<file path="src/rtl/can_param_fifo_pkg.sv">
// Shared CAN definitions: frame record width/type and the wrap-around pointer helper
// used by the message FIFO and its pointer sub-module.
package can_pkg;

  localparam int CAN_FRAME_W = 128;

  typedef logic [CAN_FRAME_W-1:0] can_frame_t;

  // Wraps with an explicit compare so depths that are not a power of two work.
  function automatic int unsigned next_ptr(input int unsigned ptr, input int unsigned depth);
    return (ptr == depth - 32'd1) ? 32'd0 : ptr + 32'd1;
  endfunction

endpackage

</file>
<file path="src/rtl/can_param_fifo_wrap_ptr.sv">
// Modulo-DEPTH pointer for the CAN message FIFO; reset and clear both return it to 0.
module can_wrap_ptr
  import can_pkg::*;
#(
  parameter  int DEPTH = 4,
  localparam int PTR_W = (DEPTH > 1) ? $clog2(DEPTH) : 1
) (
  input  logic             clk,
  input  logic             reset,
  input  logic             clear,
  input  logic             inc,
  output logic [PTR_W-1:0] ptr
);

  // NOTE: sequential state is only ever assigned with <= so every flop samples pre-edge values.
  always_ff @(posedge clk) begin
    if (reset || clear) begin
      ptr <= '0;
    end else if (inc) begin
      ptr <= PTR_W'(next_ptr(32'(ptr), DEPTH));
    end
  end

endmodule

</file>
<file path="src/rtl/can_param_fifo.sv">
// Single-clock show-ahead message FIFO for CAN TX/RX queues with occupancy and flags.
// Build option CAN_FIFO_DROP_OLDEST_EN: a write while full overwrites the oldest entry.
module can_param_fifo
  import can_pkg::*;
#(
  parameter int DATA_W    = CAN_FRAME_W,
  parameter int DEPTH     = 4,
  parameter int AF_THRESH = DEPTH - 1,
  parameter int AE_THRESH = 1,
  parameter int CNT_W     = $clog2(DEPTH + 1)
) (
  input  logic              i_sys_clk,
  input  logic              i_reset,
  input  logic              i_flush,
  input  logic              i_w_en,
  input  logic [DATA_W-1:0] i_w_data,
  input  logic              i_r_en,
  output logic [DATA_W-1:0] o_r_data,
  output logic [CNT_W-1:0]  o_count,
  output logic              o_full,
  output logic              o_empty,
  output logic              o_almost_full,
  output logic              o_almost_empty,
  output logic              o_overflow,
  output logic              o_underflow
);

  localparam int PTR_W = (DEPTH > 1) ? $clog2(DEPTH) : 1;

  logic [DATA_W-1:0] mem [DEPTH];
  logic [PTR_W-1:0]  w_ptr;
  logic [PTR_W-1:0]  r_ptr;
  logic [CNT_W-1:0]  count;
  logic              rd_acc;
  logic              wr_acc;
  logic              drop_oldest;
  logic              busy_clear;

  assign busy_clear = i_reset || i_flush;

  assign o_count        = count;
  assign o_full         = (count == CNT_W'(DEPTH));
  assign o_empty        = (count == '0);
  assign o_almost_full  = (count >= CNT_W'(AF_THRESH));
  assign o_almost_empty = (count <= CNT_W'(AE_THRESH));
  assign o_r_data       = o_empty ? '0 : mem[r_ptr];

  // A pop frees a slot in the same cycle, so a full FIFO still takes a write alongside a read.
  assign rd_acc = i_r_en && !o_empty;
  assign wr_acc = i_w_en && (!o_full || rd_acc);

`ifdef CAN_FIFO_DROP_OLDEST_EN
  assign drop_oldest = i_w_en && o_full && !rd_acc;
`else
  assign drop_oldest = 1'b0;
`endif

  can_wrap_ptr #(.DEPTH(DEPTH)) u_w_ptr (
    .clk   (i_sys_clk),
    .reset (i_reset),
    .clear (i_flush),
    .inc   (wr_acc || drop_oldest),
    .ptr   (w_ptr)
  );

  can_wrap_ptr #(.DEPTH(DEPTH)) u_r_ptr (
    .clk   (i_sys_clk),
    .reset (i_reset),
    .clear (i_flush),
    .inc   (rd_acc || drop_oldest),
    .ptr   (r_ptr)
  );

  // NOTE: storage has no reset; o_r_data is masked by o_empty so stale entries never leak out.
  always_ff @(posedge i_sys_clk) begin
    if (!busy_clear && (wr_acc || drop_oldest)) begin
      mem[w_ptr] <= i_w_data;
    end
  end

  always_ff @(posedge i_sys_clk) begin
    if (busy_clear) begin
      count       <= '0;
      o_overflow  <= 1'b0;
      o_underflow <= 1'b0;
    end else begin
      if (wr_acc && !rd_acc) begin
        count <= count + 1'b1;
      end else if (rd_acc && !wr_acc) begin
        count <= count - 1'b1;
      end
      o_overflow  <= i_w_en && !wr_acc;
      o_underflow <= i_r_en && !rd_acc;
    end
  end

endmodule

</file>
<file path="config.mk">
export PLATFORM = sky130hd
export DESIGN_NAME = can_param_fifo
export DESIGN_NICKNAME = d
export VERILOG_FILES = /design/src/rtl/can_param_fifo_pkg.sv /design/src/rtl/can_param_fifo_wrap_ptr.sv /design/src/rtl/can_param_fifo.sv
export SDC_FILE = /design/constraint.sdc
export NUM_CORES = 1
export LEC_CHECK = 0
export CAP_MARGIN = 40
export CORE_MARGIN = 4
export CORE_UTILIZATION = 55
export CTS_CLUSTER_SIZE = 12
export DETAILED_ROUTE_END_ITERATION = 7
export PLACE_DENSITY = 0.76
export SLEW_MARGIN = 20
export SYNTH_ARGS = -nofsm -noshare
export SYNTH_HDL_FRONTEND = slang
export SYNTH_SLANG_ARGS = --single-unit
</file>
<file path="constraint.sdc">
create_clock -name i_sys_clk -period 5.8 [get_ports i_sys_clk]
set_clock_uncertainty 0.2 [all_clocks]
set_input_delay 0.58 -clock i_sys_clk [delete_from_list [all_inputs] [get_ports i_sys_clk]]
set_output_delay 0.58 -clock i_sys_clk [all_outputs]
set_load 0.05 [all_outputs]
</file>
---- Yosys cells after proc, flatten, opt, wreduce, memory -nomap -nowiden ----
Memory sizes are Yosys's and may differ from the RTL's. A register that Yosys moved wholly into a read port is not among the register bits.
Cells that the tools add are included.
operators by class
  multiplexer cells ....................... 9
  order comparisons ....................... 2
  $add $sub $neg .......................... 4
  equality and inequality tests ........... 3
  reduce and logical (&&, ||, !) cells .... 16
operator list
  cell                   count
  $mux W128              1
  $mux W2                4
  $logic_and A1 B1 Y1    7
  $mux W3                2
  $logic_not A1 Y1       5
  $add A2 B1 Y2 const B  2
  $eq A2 B2 Y1 const B   2
  $add A3 B1 Y3 const B  1
  $eq A3 B3 Y1 const B   1
  $ge A3 B2 Y1 const B   1
  $le A3 B1 Y1 const B   1
  $logic_not A3 Y1       1
  $sub A3 B1 Y3 const B  1
  $logic_or A1 B1 Y1     2
  $mux W1                2
  $reduce_bool A2 Y1     1
storage, ports and cells
  bits of input ports ..................... 133
  register bits after elaboration ......... 9
  word-level logic and storage cells ...... 40
  output and inout bits ................... 137
  bits in writable memories ............... 512
  memories ................................ 1
memory list
  name  words  bits a word  rd ports  clocked after Yosys merged registers in  write ports  RTL line              source
  mem   4      128          1         1                                        1            can_param_fifo.sv:30  logic [DATA_W-1:0] mem [DEPTH];

---- Depth between registers and ports, before layout ----
Gate-level depths: netlist (run 1).
  depth after elaboration ................. 9
  mapped depth ............................ 7
  mapped depth without buffers ............ 6

---- Modules after synthesis ----
From an unflattened synthesis (run 1), not the netlist that was laid out.
second synthesis, totals
  cell total of the unflattened synthesis .. 871
  area total of the unflattened synthesis .. 19896.6 sq um
modules (own cells, without submodules)
  module          sequential area each (sq um)  instances  area an instance (sq um)  cells an instance
  can_param_fifo  15474.8                       1          19706.4                   855
  can_wrap_ptr    40.0                          2          95.1                      8

---- Least setup slack after synthesis (run 1) ----
OpenSTA, ideal clock, no wires.
  path type ............................... register to register
  from .................................... register count[1], in the netlist o_count[1]
  to ...................................... memory mem[3][0] (netlist bit) (enable)
  buffers on the path ..................... 1
  setup time .............................. 0.503 ns
  arrival ................................. 4.603 ns
  data required time ...................... 5.097 ns
  path slack .............................. 0.494 ns
  period minus slack after synthesis ...... 5.306 ns
  cell stages (with the launch flop) ...... 7
  cell sequence ........................... dfxtp_1 > inv_1 > ha_1 > buf_2 > and3b_1 > nor2_1 > and3_1
between the ends
  cells in the longest elaborated chain, start to end .. 8
  elaborated cells on any way between the ends .. 10
  classes of those cells .................. eq/ne: 1; mux: 2; reduce/logical: 7
RTL lines
  what                               RTL line              source
  start: declaration                 can_param_fifo.sv:33  logic [CNT_W-1:0] count;
  start signal: assignment           can_param_fifo.sv:88  count <= count + 1'b1;
  start signal: assignment           can_param_fifo.sv:90  count <= count - 1'b1;
  $logic_not A3 Y1                   can_param_fifo.sv:43  assign o_empty = (count == '0);
  $logic_not A1 Y1                   can_param_fifo.sv:49  assign rd_acc = i_r_en && !o_empty;
  $logic_and A1 B1 Y1                can_param_fifo.sv:49
  $logic_or A1 B1 Y1 (*)             can_param_fifo.sv:50  assign wr_acc = i_w_en && (!o_full || rd_acc);
  $logic_and A1 B1 Y1 (*)            can_param_fifo.sv:50
  $logic_and A1 B1 Y1 (*)            can_param_fifo.sv:76  if (!busy_clear && (wr_acc || drop_oldest)) begin
  $mux W1 (*)                        can_param_fifo.sv:76
  $mux W1 (not written as such) (*)  can_param_fifo.sv:77  mem[w_ptr] <= i_w_data;
  end: declaration                   can_param_fifo.sv:30
Mark *: on every way between the ends. The rest lies on a longest branch, timed or not.

---- Worst setup path after layout (run 1) ----
  from .................................... register count[1], in the netlist o_count[1]
  to ...................................... output port o_r_data[91]
between the ends
  cells in the longest elaborated chain, start to end .. 2
RTL lines
  what              RTL line              source
  $logic_not A3 Y1  can_param_fifo.sv:43
  $mux W128         can_param_fifo.sv:46  assign o_r_data = o_empty ? '0 : mem[r_ptr];
  end: declaration  can_param_fifo.sv:18  output logic [DATA_W-1:0] o_r_data,
No other way between the ends.

==> results of run 1 <==
layout make-up:
cell class,instances,area [µm²],share of cell area (%)
clock inverters,5,50.05,0.2017
well taps,461,576.8,2.325
inverters,9,33.78,0.1361
repair buffers,284,2905,11.71
multi-input cells,321,4165,16.79
clock buffers,82,1475,5.945
flip-flops and latches,523,15600,62.88
diodes,2,5.005,0.02017
per-stage QoR:
stage | instance area (µm²) | utilization [%] | std cells | power (mW)
after floorplan | 20160 | - | 900 | 4.626
after global placement | 23260 | 64.93 | 1597 | 4.886
after detailed placement | 23280 | 64.99 | 1598 | 4.901
after CTS | 24810 | 69.24 | 1685 | 7.923
after global routing | 24810 | 69.25 | 1686 | 8.133
final | 24810 | 69.26 | 1687 | 7.843
power breakdown:
group          internal (mW)  switching (mW)
clock                   1.77            1.26
sequential              4.19          0.0135
combinational          0.250           0.365
total                   6.21            1.63
worst register-to-register path: cells and delay by family (launching register included):
| family | cells | cell delay [ns] |
|---|---|---|
| adders and majority gates | 1 | 0.33 |
| and+or+nand+nor | 3 | 1.27 |
| DFF | 1 | 0.44 |
| buffers and inverters | 2 | 0.54 |
layer usage:
layer  routed length [µm]  up-vias  global-route usage [%]  share of wire, %
li1                     -     4247                       -                 -
met1                15980     4981                   28.31                41
met2                19320      328                   31.88                49
met3                 3594       35                   6.373               9.1
met4                  512        0                   3.975               1.3
met5                    0        -                       0                 0
worst paths after layout:
kind | endpoint | start | slack (ns)
worst min-delay path | u_w_ptr.ptr[1] | u_w_ptr.ptr[1] | 0.32
worst min register to register | u_w_ptr.ptr[1] | u_w_ptr.ptr[1] | 0.32
worst max register to register | mem[3][18] | o_count[1] | 2.56
worst max-delay path | o_r_data[91] | o_count[1] | 1.54
cells in the mapped netlist, types with 3 or more instances:
cell type  number
nor3_1          3
buf_12         10
inv_1           9
edfxtp_1      512
nor2b_1         7
mux4_2        128
dfxtp_1        11
and2_1        128
o21ai_0         8
buf_6           4
nand2_1         4
and3_1          4
a21oi_1         6
ha_1           10
nor2_1          4
clkbuf_1       17
buf_2          16
cells by family after synthesis:
kind of cell | synth area share [%]
flops | 77.36
simple gates | 4.910
mux | 14.40
buf+inv | 2.098
compound gates | 0.6084
fa+ha+maj | 0.6207
state kept, by name, indices dropped and copies added, names as in the netlist, named ones only:
| register | flops |
|---|---|
| mem | 512 |
| o_count | 3 |
| o_overflow | 1 |
| o_underflow | 1 |
| u_r_ptr.ptr | 2 |
| u_w_ptr.ptr | 2 |
==> results by group, run 1 <==
Status
  – Status: complete, no violations

STA
  – Fin crit period: 4.258 ns
  – Min Hold Slack: 0.3222 ns
  – Worst setup margin: 1.542 ns
  – Slew headroom: 44.76%
  – Final setup viols: 0
  – Pins over their slew limit: 0
  – Period Utilization, post-route: 73.41%
  – Fmax: 234.9 MHz
  – Worst-Margin Slew: 0.8287 ns
  – RSZ-0062 raised after global routing: no
  – Total Neg Setup Slack: 0 ns
  – Final-report hold violation count: 0

Synth
  – FF+latch count, synth: 523
  – Main flop type after synthesis: edfxtp_1
  – Largest area contributor in the synthesized netlist: edfxtp_1
  – Post-Syn Instances: 900
  – EDFF count, synth: 512
  – Synthesis Warnings: 0
  – FFs w/ async S/R, synth: 0%
  – Seq/Total Area, Yosys: 77.36%
  – Synth unique cells: 33
  – Netlist Area Pre-Place: 20160 µm²
  – Yosys top cell area share: 76.27%
  – Net count after synthesis: 1043
  – Top cells by area, synth: edfxtp_1 (76%), mux4_2 (14%), and2_1 (4.0%), dfxtp_1 (1.1%), buf_12 (0.99%)
  – Post-Syn Area per Cell: 22.40 µm²

Floorplanning
  – Die width: 199.4 µm
  – Effective utilization at floorplan: 56.26%
  – Die Ht: 199.4 µm
  – Die area: 39780 µm²
  – Top Ports: 270
  – Row count: 69
  – Core area: 35830 µm²

Worst setup path
  – Crit-path cells: inv_1 -> ha_1 -> nand2b_4 -> buf_12 -> buf_4 -> and2_1 -> clkdlybuf4s50_1
  – Kind of critical path: reg2out
  – Worst Path Arrival: 3.48 ns
  – Worst path top cell family by delay: buffers and inverters
  – Crit path buffers/inverters: 4
  – Required @ worst endpoint: 5.02 ns
  – CP Depth: 7
  – Slowest stage delay, CP: 0.80 ns
  – Crit start category: flip-flop
  – Crit Path Max Fanout: 49
  – R2R cell count: 6
  – Slowest CP cell: clkdlybuf4s50_1
  – CP endpoint kind: output pin

Clock tree
  – CTS tree: built
  – CTS Hold Bufs: 0
  – Root Driver: clkbuf_16
  – Postcts setup bufs: 0
  – TritonCTS Buffers: 52
  – Clk sinks: 523
  – H-tree depth: 2
  – Worst-path clk slew: 0.06 ns
  – CTS resizes: 0
  – Clock latency at the later pin of the worst-skew pair: 0.55 ns
  – Clock buffer depth: 3

Place
  – DP HPWL: 23.59 mm
  – Final GP Congestion: 0.7527
  – Setup WS pre-CTS: 2.076 ns
  – Port Buffers: 269

Drt
  – Vias: 9591
  – DRT Wirelength: 39.41 mm
  – Vias per cell: 5.685
  – WL/cell: 23.36 µm
  – Drc violations: 0
  – Initial drt markers: 623
  – Pre-Repair DR Iteration Count: 5
  – Final ANT Viol Nets: 0

Pwr
  – Power per standard cell area: 316.1 nW/µm²
  – Pleak: 7.776 nW
  – Maximum VDD drop: 0.0002563 V

Cells and area
  – Commonest non-fill, non-tap cell in the layout: edfxtp_1
  – Nets@finish: 1334
  – Commonest cells after routing, fill and taps aside: edfxtp_1 (512), clkdlybuf4s50_1 (269), mux4_2 (128), and2_1 (128), clkbuf_16 (53)
  – Fraction of final layout cells sized beyond drive strength 1: 17.40%
  – Area Overhead vs Synth: 23.10%
  – Filler instances: 2220

Global routing
  – First-pass GRT wire length: 60.53 mm
  – Initial antenna violation count: 1
  – Vias in the first global route: 10070
  – Largest net degree at the start of global routing: 68
  – GRT Total Usage: 20.07%
  – Grt ovf: 0

Worst hold path
  – Worst Hold Path Cells: 2
  – Class of the worst hold path: reg2reg

Run
  – Max_cap viols: 0
Power figures use the tool's default switching activity.
==> run 2: changes to the inputs <==
Settings changed: CORE_UTILIZATION 55 to 50, PLACE_DENSITY 0.76 to 0.73.
Clock period 5.8 ns to 3.4 ns, I/O delays scaled along.
==> run 2 against run 1 <==
Effect of this change: worst setup slack worse by 1.4 ns; register-to-register slack worse by 1.9 ns; clock power up 69%; die area up 9.6%; cell area down 0.49%; sequential power up 70%; count of clock-buffer cells in the layout down 11; via count down 0.91%; critical path type unchanged; critical endpoint is now o_r_data[60]; largest cell class unchanged.
==> results by group, run 2 (synthesis results as in run 1) <==
STA
  – RSZ-0062 raised after global routing: no
  – Worst-Margin Slew: 0.5698 ns (-0.2589 ns)
  – Fin crit period: 3.213 ns
  – Slew headroom: 62.01% (+17 points)
  – Final-report hold violation count: 0 (unchanged)
  – Period Utilization, post-route: 94.51%
  – Fmax: 311.2 MHz
  – Pins over their slew limit: 0 (unchanged)
  – Final setup viols: 0 (unchanged)

Drt
  – Vias: 9504 (-0.91%)
  – Initial drt markers: 585 (-6.1%)
  – Routed met1 length: 16.88 mm (+5.6%)
  – Vias per cell: 5.415 (-4.7%)
  – Met3 wire length: 2.678 mm (-25%)
  – WL/cell: 22.25 µm (-4.7%)
  – Pre-Repair DR Iteration Count: 5 (unchanged)
  – Drc violations: 0 (unchanged)
  – DR WL met2: 18.70 mm (-3.2%)
  – Final ANT Viol Nets: 0 (unchanged)
  – DRT Wirelength: 39.05 mm (-0.90%)
  – Top Metal Used: met5

Place
  – Port Buffers: 269 (unchanged)
  – Final GP Congestion: 0.7387 (-1.9%)
  – Dpl cell area: 23170 µm² (-0.49%)
  – DP HPWL: 23.23 mm (-1.5%)
  – Placed cells: 1667 (+4.3%)

Cells and area
  – Area of the multi-input gates: 4165 µm² (unchanged)
  – Commonest non-fill, non-tap cell in the layout: edfxtp_1
  – Fraction of final layout cells sized beyond drive strength 1: 27.72% (+10 points)
  – Nets@finish: 1340 (+0.45%)
  – # diodes: 0 (-2)
  – Filler instances: 2814 (+27%)
  – Cell area after layout: 24690 µm² (-0.49%)
  – Fin util: 62.01% (-7.3 points)
  – Area Overhead vs Synth: 22.49%
  – Biggest register: mem
  – Cell Count, Final, Fillers Out: 1755 (+4.0%)
  – Commonest cells after routing, fill and taps aside: edfxtp_1 (512), clkdlybuf4s50_1 (140), mux4_2 (128), and2_1 (128), buf_4 (127)
  – Register Area: 15600 µm² (unchanged)
  – Max FFs per register: 512 (unchanged)

Worst setup path
  – Slowest stage delay, CP: 0.56 ns (-0.24 ns)
  – Worst R2R Setup Slack: 0.64 ns (-1.92 ns)
  – Kind of critical path: reg2out
  – Crit start category: flip-flop
  – Worst Path Arrival: 2.67 ns (-0.81 ns)
  – CP endpoint kind: output pin
  – Crit Path Max Fanout: 25 (-49%)
  – Slowest CP cell: dlygate4sd2_1
  – Required @ worst endpoint: 2.86 ns (-2.16 ns)
  – Crit-path cells: inv_1 -> ha_1 -> nand2b_4 -> and2_1 -> dlygate4sd2_1

Pwr
  – Cell Int Power: 10.47 mW (+69%)
  – Maximum VDD drop: 0.0003715 V (+45%)
  – NetSw: 2.835 mW (+73%)
  – Sequential share of power: 53.8% (+0.2 points)
  – Logic pwr share: 7.7% (about the same)
  – Switching Fraction: 21.31% (+0.46 points)
  – Power per standard cell area: 538.9 nW/µm² (+71%)
  – Clk pwr share: 38.5% (about the same)
  – Pleak: 8.085 nW (+4.0%)

Global routing
  – Vias in the first global route: 9921 (-1.4%)
  – Initial antenna violation count: 5 (+4)
  – Grt ovf: 0 (unchanged)
  – Largest net degree at the start of global routing: 88 (+29%)
  – GRT Total Usage: 17.79% (-2.3 points)
  – First-pass GRT wire length: 59.98 mm (-0.90%)

Clock tree
  – H-tree depth: 2 (unchanged)
  – CTS tree: built
  – TritonCTS Buffers: 53 (+1.9%)
  – Worst-path clk slew: 0.06 ns (about the same)
  – Clock latency at the later pin of the worst-skew pair: 0.57 ns (+0.02 ns)
  – Clk sinks: 523 (unchanged)
  – Postcts setup bufs: 0 (unchanged)
  – Root Driver: clkbuf_16
  – Clock buffer depth: 3 (unchanged)

Floorplanning
  – Die Ht: 208.8 µm (+4.7%)
  – Top Ports: 270 (unchanged)
  – Die width: 208.8 µm (+4.7%)
  – Die area: 43590 µm² (+9.6%)
  – Row count: 73 (+5.8%)
  – Core area: 39820 µm² (+11%)
  – Effective utilization at floorplan: 50.62% (-5.6 points)

Worst hold path
  – Class of the worst hold path: in2reg

Status
  – Status: complete, no violations

Run
  – Max_cap viols: 0 (unchanged)
run 2: per-layer routing:
layer | vias to the layer above | GRT usage (%)
met4 | 10 | 4.860
met1 | 4896 | 26.21
li1 | 4258 | -
met2 | 278 | 27.00
met5 | - | 0
met3 | 62 | 4.609
run 2: power by group through the flow:
stage	clock network, mW	registers (mW)	logic, mW
final	5.12	7.16	1.02
after CTS	5.27	7.16	1.03
after detailed placement	0	7.30	1.03
after global placement	0	7.29	1.02
after global routing	5.55	7.16	1.09
after floorplan	0	7.31	0.581
run 2: final cells by class:
cell class / count / area share (%)
clock buffer: 71 / 5.817
clock inverter: 17 / 0.3040
inverter: 9 / 0.1368
multi-input combinational: 321 / 16.87
sequential: 523 / 63.19
tap: 525 / 2.660
timing repair buffer: 289 / 11.03
run 2: final timing paths:
path | from | to | cells past startpoint
setup / recovery | o_count[1] | o_r_data[60] | 5
setup reg to reg | o_count[1] | mem[1][94] | 6
hold / removal | i_w_data[71] | mem[1][71] | 1
hold reg to reg | u_r_ptr.ptr[1] | flip-flop | 2
run 2: worst max-delay path, delay by kind of cell (launching register included):
kind          cells  cell delay, ns
simple gates      2            0.60
buf+inv           2            0.72
flops             1            0.46
fa+ha+maj         1            0.32
run 2: timing repair:
item                                    CTS  global route
hold buffers                              0             0
endpoints found under the hold margin     0             0
gates resized for setup                   5             8
endpoints found under the setup margin   80           101
run 2: stage by stage:
| stage | setup WS [ns] | total power, mW | hold WS (ns) | setup TNS, ns |
|---|---|---|---|---|
| 2_1_floorplan | -0.4421 | 7.887 | 0.2389 | -226.38 |
| 3_3_place_gp | 0.5405 | 8.311 | 0.2886 | 0 |
| 3_5_place_dp | 0.4168 | 8.331 | 0.2804 | 0 |
| 4_1_cts | 0.003046 | 13.47 | 0.1514 | 0 |
| 5_1_grt | 0.009396 | 13.80 | 0.1712 | 0 |
| 6_report | 0.1866 | 13.31 | 0.1918 | 0 |
==> run 3: changes to the inputs <==
Clock period 3.4 ns to 2.8 ns, I/O delays scaled along.
==> run 3 against run 2 <==
Effect of this change: global-route usage is 0.59 points higher; critical path depth down 1; die area unchanged; non-clock buffer count rose by 12; count of clock-buffer cells in the layout fell by 6; cell area grew 3.1%; core utilization grew 1.9 points; register-to-register slack lost 0.16 ns; largest cell class unchanged; highest routed layer unchanged.
==> results by group, run 3 (synthesis results as in run 1) <==
Status
  – Status: complete, no violations

Pwr
  – Total power: 16.16 mW (+21%)
  – Maximum VDD drop: 0.0005193 V (+40%)
  – Power per standard cell area: 634.9 nW/µm² (+18%)
  – Pleak: 8.358 nW (+3.4%)

Drt
  – Drc violations: 0 (unchanged)
  – Pre-Repair DR Iteration Count: 4 (-1)
  – WL/cell: 23.03 µm (+3.5%)
  – Vias per cell: 5.467 (+0.96%)
  – Vias: 9617 (+1.2%)
  – Final ANT Viol Nets: 0 (unchanged)
  – DRT Wirelength: 40.51 mm (+3.7%)
  – Initial drt markers: 670 (+15%)

Worst setup path
  – Crit Path Max Fanout: 49 (+96%)
  – Crit start category: flip-flop
  – Kind of critical path: reg2out
  – Crit path buffers/inverters: 2 (unchanged)
  – Worst Path Arrival: 2.30 ns (-0.37 ns)
  – R2R cell count: 6 (unchanged)
  – CP endpoint kind: output pin
  – Required @ worst endpoint: 2.32 ns (-0.54 ns)
  – Slowest stage delay, CP: 0.58 ns (+0.02 ns)
  – CP Depth: 4 (-1)
  – Slowest CP cell: mux4_2
  – Worst path top cell family by delay: multiplexers
  – Crit-path cells: buf_16 -> mux4_2 -> and2_4 -> buf_6

Cells and area
  – Fraction of final layout cells sized beyond drive strength 1: 36.98% (+9.3 points)
  – Cell Count, Final, Fillers Out: 1759 (+0.23%)
  – Max FFs per register: 512 (unchanged)
  – Biggest register: mem
  – Commonest cells after routing, fill and taps aside: edfxtp_1 (512), clkdlybuf4s50_1 (138), mux4_2 (128)
  – Commonest non-fill, non-tap cell in the layout: edfxtp_1
  – Area Overhead vs Synth: 26.25%
  – Fin util: 63.91% (+1.9 points)
  – Nets@finish: 1352 (+0.90%)

Floorplanning
  – Die width: 208.8 µm (unchanged)
  – Top Ports: 270 (unchanged)
  – Die Ht: 208.8 µm (unchanged)
  – Row count: 73 (unchanged)
  – Core area: 39820 µm² (unchanged)
  – Die area: 43590 µm² (unchanged)
  – Effective utilization at floorplan: 50.62% (unchanged)

STA
  – RSZ-0062 raised after global routing: yes
  – Fin crit period: 2.777 ns
  – Pins over their slew limit: 0 (unchanged)
  – Fmax: 360.0 MHz
  – Worst setup margin: 0.02256 ns (-0.1640 ns)
  – Slew headroom: 66.61% (+4.6 points)
  – Worst-Margin Slew: 0.4992 ns (-0.07058 ns)
  – Final-report hold violation count: 0 (unchanged)
  – Final setup viols: 0 (unchanged)
  – Period Utilization, post-route: 99.19%

Global routing
  – First-pass GRT wire length: 61.91 mm (+3.2%)
  – Largest net degree at the start of global routing: 60 (-32%)
  – Grt ovf: 0 (unchanged)
  – GRT Total Usage: 18.38% (+0.59 points)
  – Initial antenna violation count: 5 (unchanged)
  – Vias in the first global route: 10200 (+2.8%)

Clock tree
  – Clock latency at the later pin of the worst-skew pair: 0.56 ns (about the same)
  – TritonCTS Buffers: 52 (-1.9%)
  – Clk sinks: 523 (unchanged)
  – CTS Hold Bufs: 0 (unchanged)
  – Worst-path clk slew: 0.06 ns (about the same)
  – CTS tree: built
  – Clock buffer depth: 3 (unchanged)
  – H-tree depth: 2 (unchanged)
  – Root Driver: clkbuf_16

Place
  – Final GP Congestion: 0.7470 (+1.1%)
  – DP HPWL: 25.01 mm (+7.7%)
  – Setup WS pre-CTS: 0.3527 ns (-0.06417 ns)
  – Port Buffers: 269 (unchanged)
  – Placed cells: 1677 (+0.60%)

Worst hold path
  – Class of the worst hold path: in2reg
  – Worst Hold Path Cells: 1 (unchanged)

Run
  – Max_cap viols: 0 (unchanged)
-- run 3: cell count changes in the layout (fill, tap and decap cells not counted), sizes merged --
cell	delta
clkbuf	-7
inv	+1
clkdlybuf4s50	-2
nand2b	+1
diode	+1
dlygate4sd2	-1
clkinv	-5
buf	+18
dlymetal6s2s	-2
-- run 3: path summary, 6_finish.rpt --
check                      start       endpoint  slack, ns
setup reg to reg      o_count[1]     mem[3][87]       0.48
setup / recovery       flip-flop  o_r_data[103]       0.02
hold reg to reg   u_r_ptr.ptr[1]      flip-flop       0.31
hold / removal      i_w_data[92]     mem[0][92]       0.15
-- run 3: metrics by stage --
stage	hold slack, ns	setup TNS, ns	cell area [µm²]
6_report	0.1450	0	25450
5_1_grt	0.1382	-2.510	25450
4_1_cts	0.1180	-0.1318	25210
3_5_place_dp	0.2894	0	23360
3_3_place_gp	0.2917	0	23360
2_1_floorplan	0.1789	0	20210
-- run 3: cell type report --
type	instances	area, µm²
clock buffers	65	1371
diodes	1	2.502
flip-flops and latches	523	15610
well taps	525	656.9
multi-input cells	322	4423
inverters	9	38.79
repair buffers	301	3278
clock inverters	13	67.56
fillers	2794	14370
-- run 3: timing repair --
item                                    in CTS  in global routing
setup buffers                                0                  2
gates cloned                                 1                  0
endpoints found under the setup margin     126                116
resized for setup                          119                 76
endpoints found under the hold margin        0                  0
pin swaps                                    0                  5
-- run 3: per-layer routing --
metal | vias to the layer above | wire length (µm) | part of all wire (%) | global-route usage (%)
met4 | 6 | 725 | 1.8 | 4.298
met1 | 4979 | 17860 | 44 | 28.13
met5 | - | 41 | 0.10 | 0
met3 | 60 | 2826 | 7.0 | 4.083
met2 | 309 | 19060 | 47 | 27.63
li1 | 4263 | - | - | -
-- run 3: worst register-to-register path: stages (launching register included) --
cell     delay (ns)
dfxtp_4        0.40
inv_4          0.06
ha_4           0.22
and3b_2        0.26
nor2_4         0.15
and3_4         0.41
buf_12         0.26
-- run 3: where the power goes --
part	internal [mW]	switching, mW	leakage (nW)
combinational	0.616	0.814	2.94
sequential	8.68	0.0225	4.72
clock	3.41	2.62	0.703
total	12.7	3.46	8.36
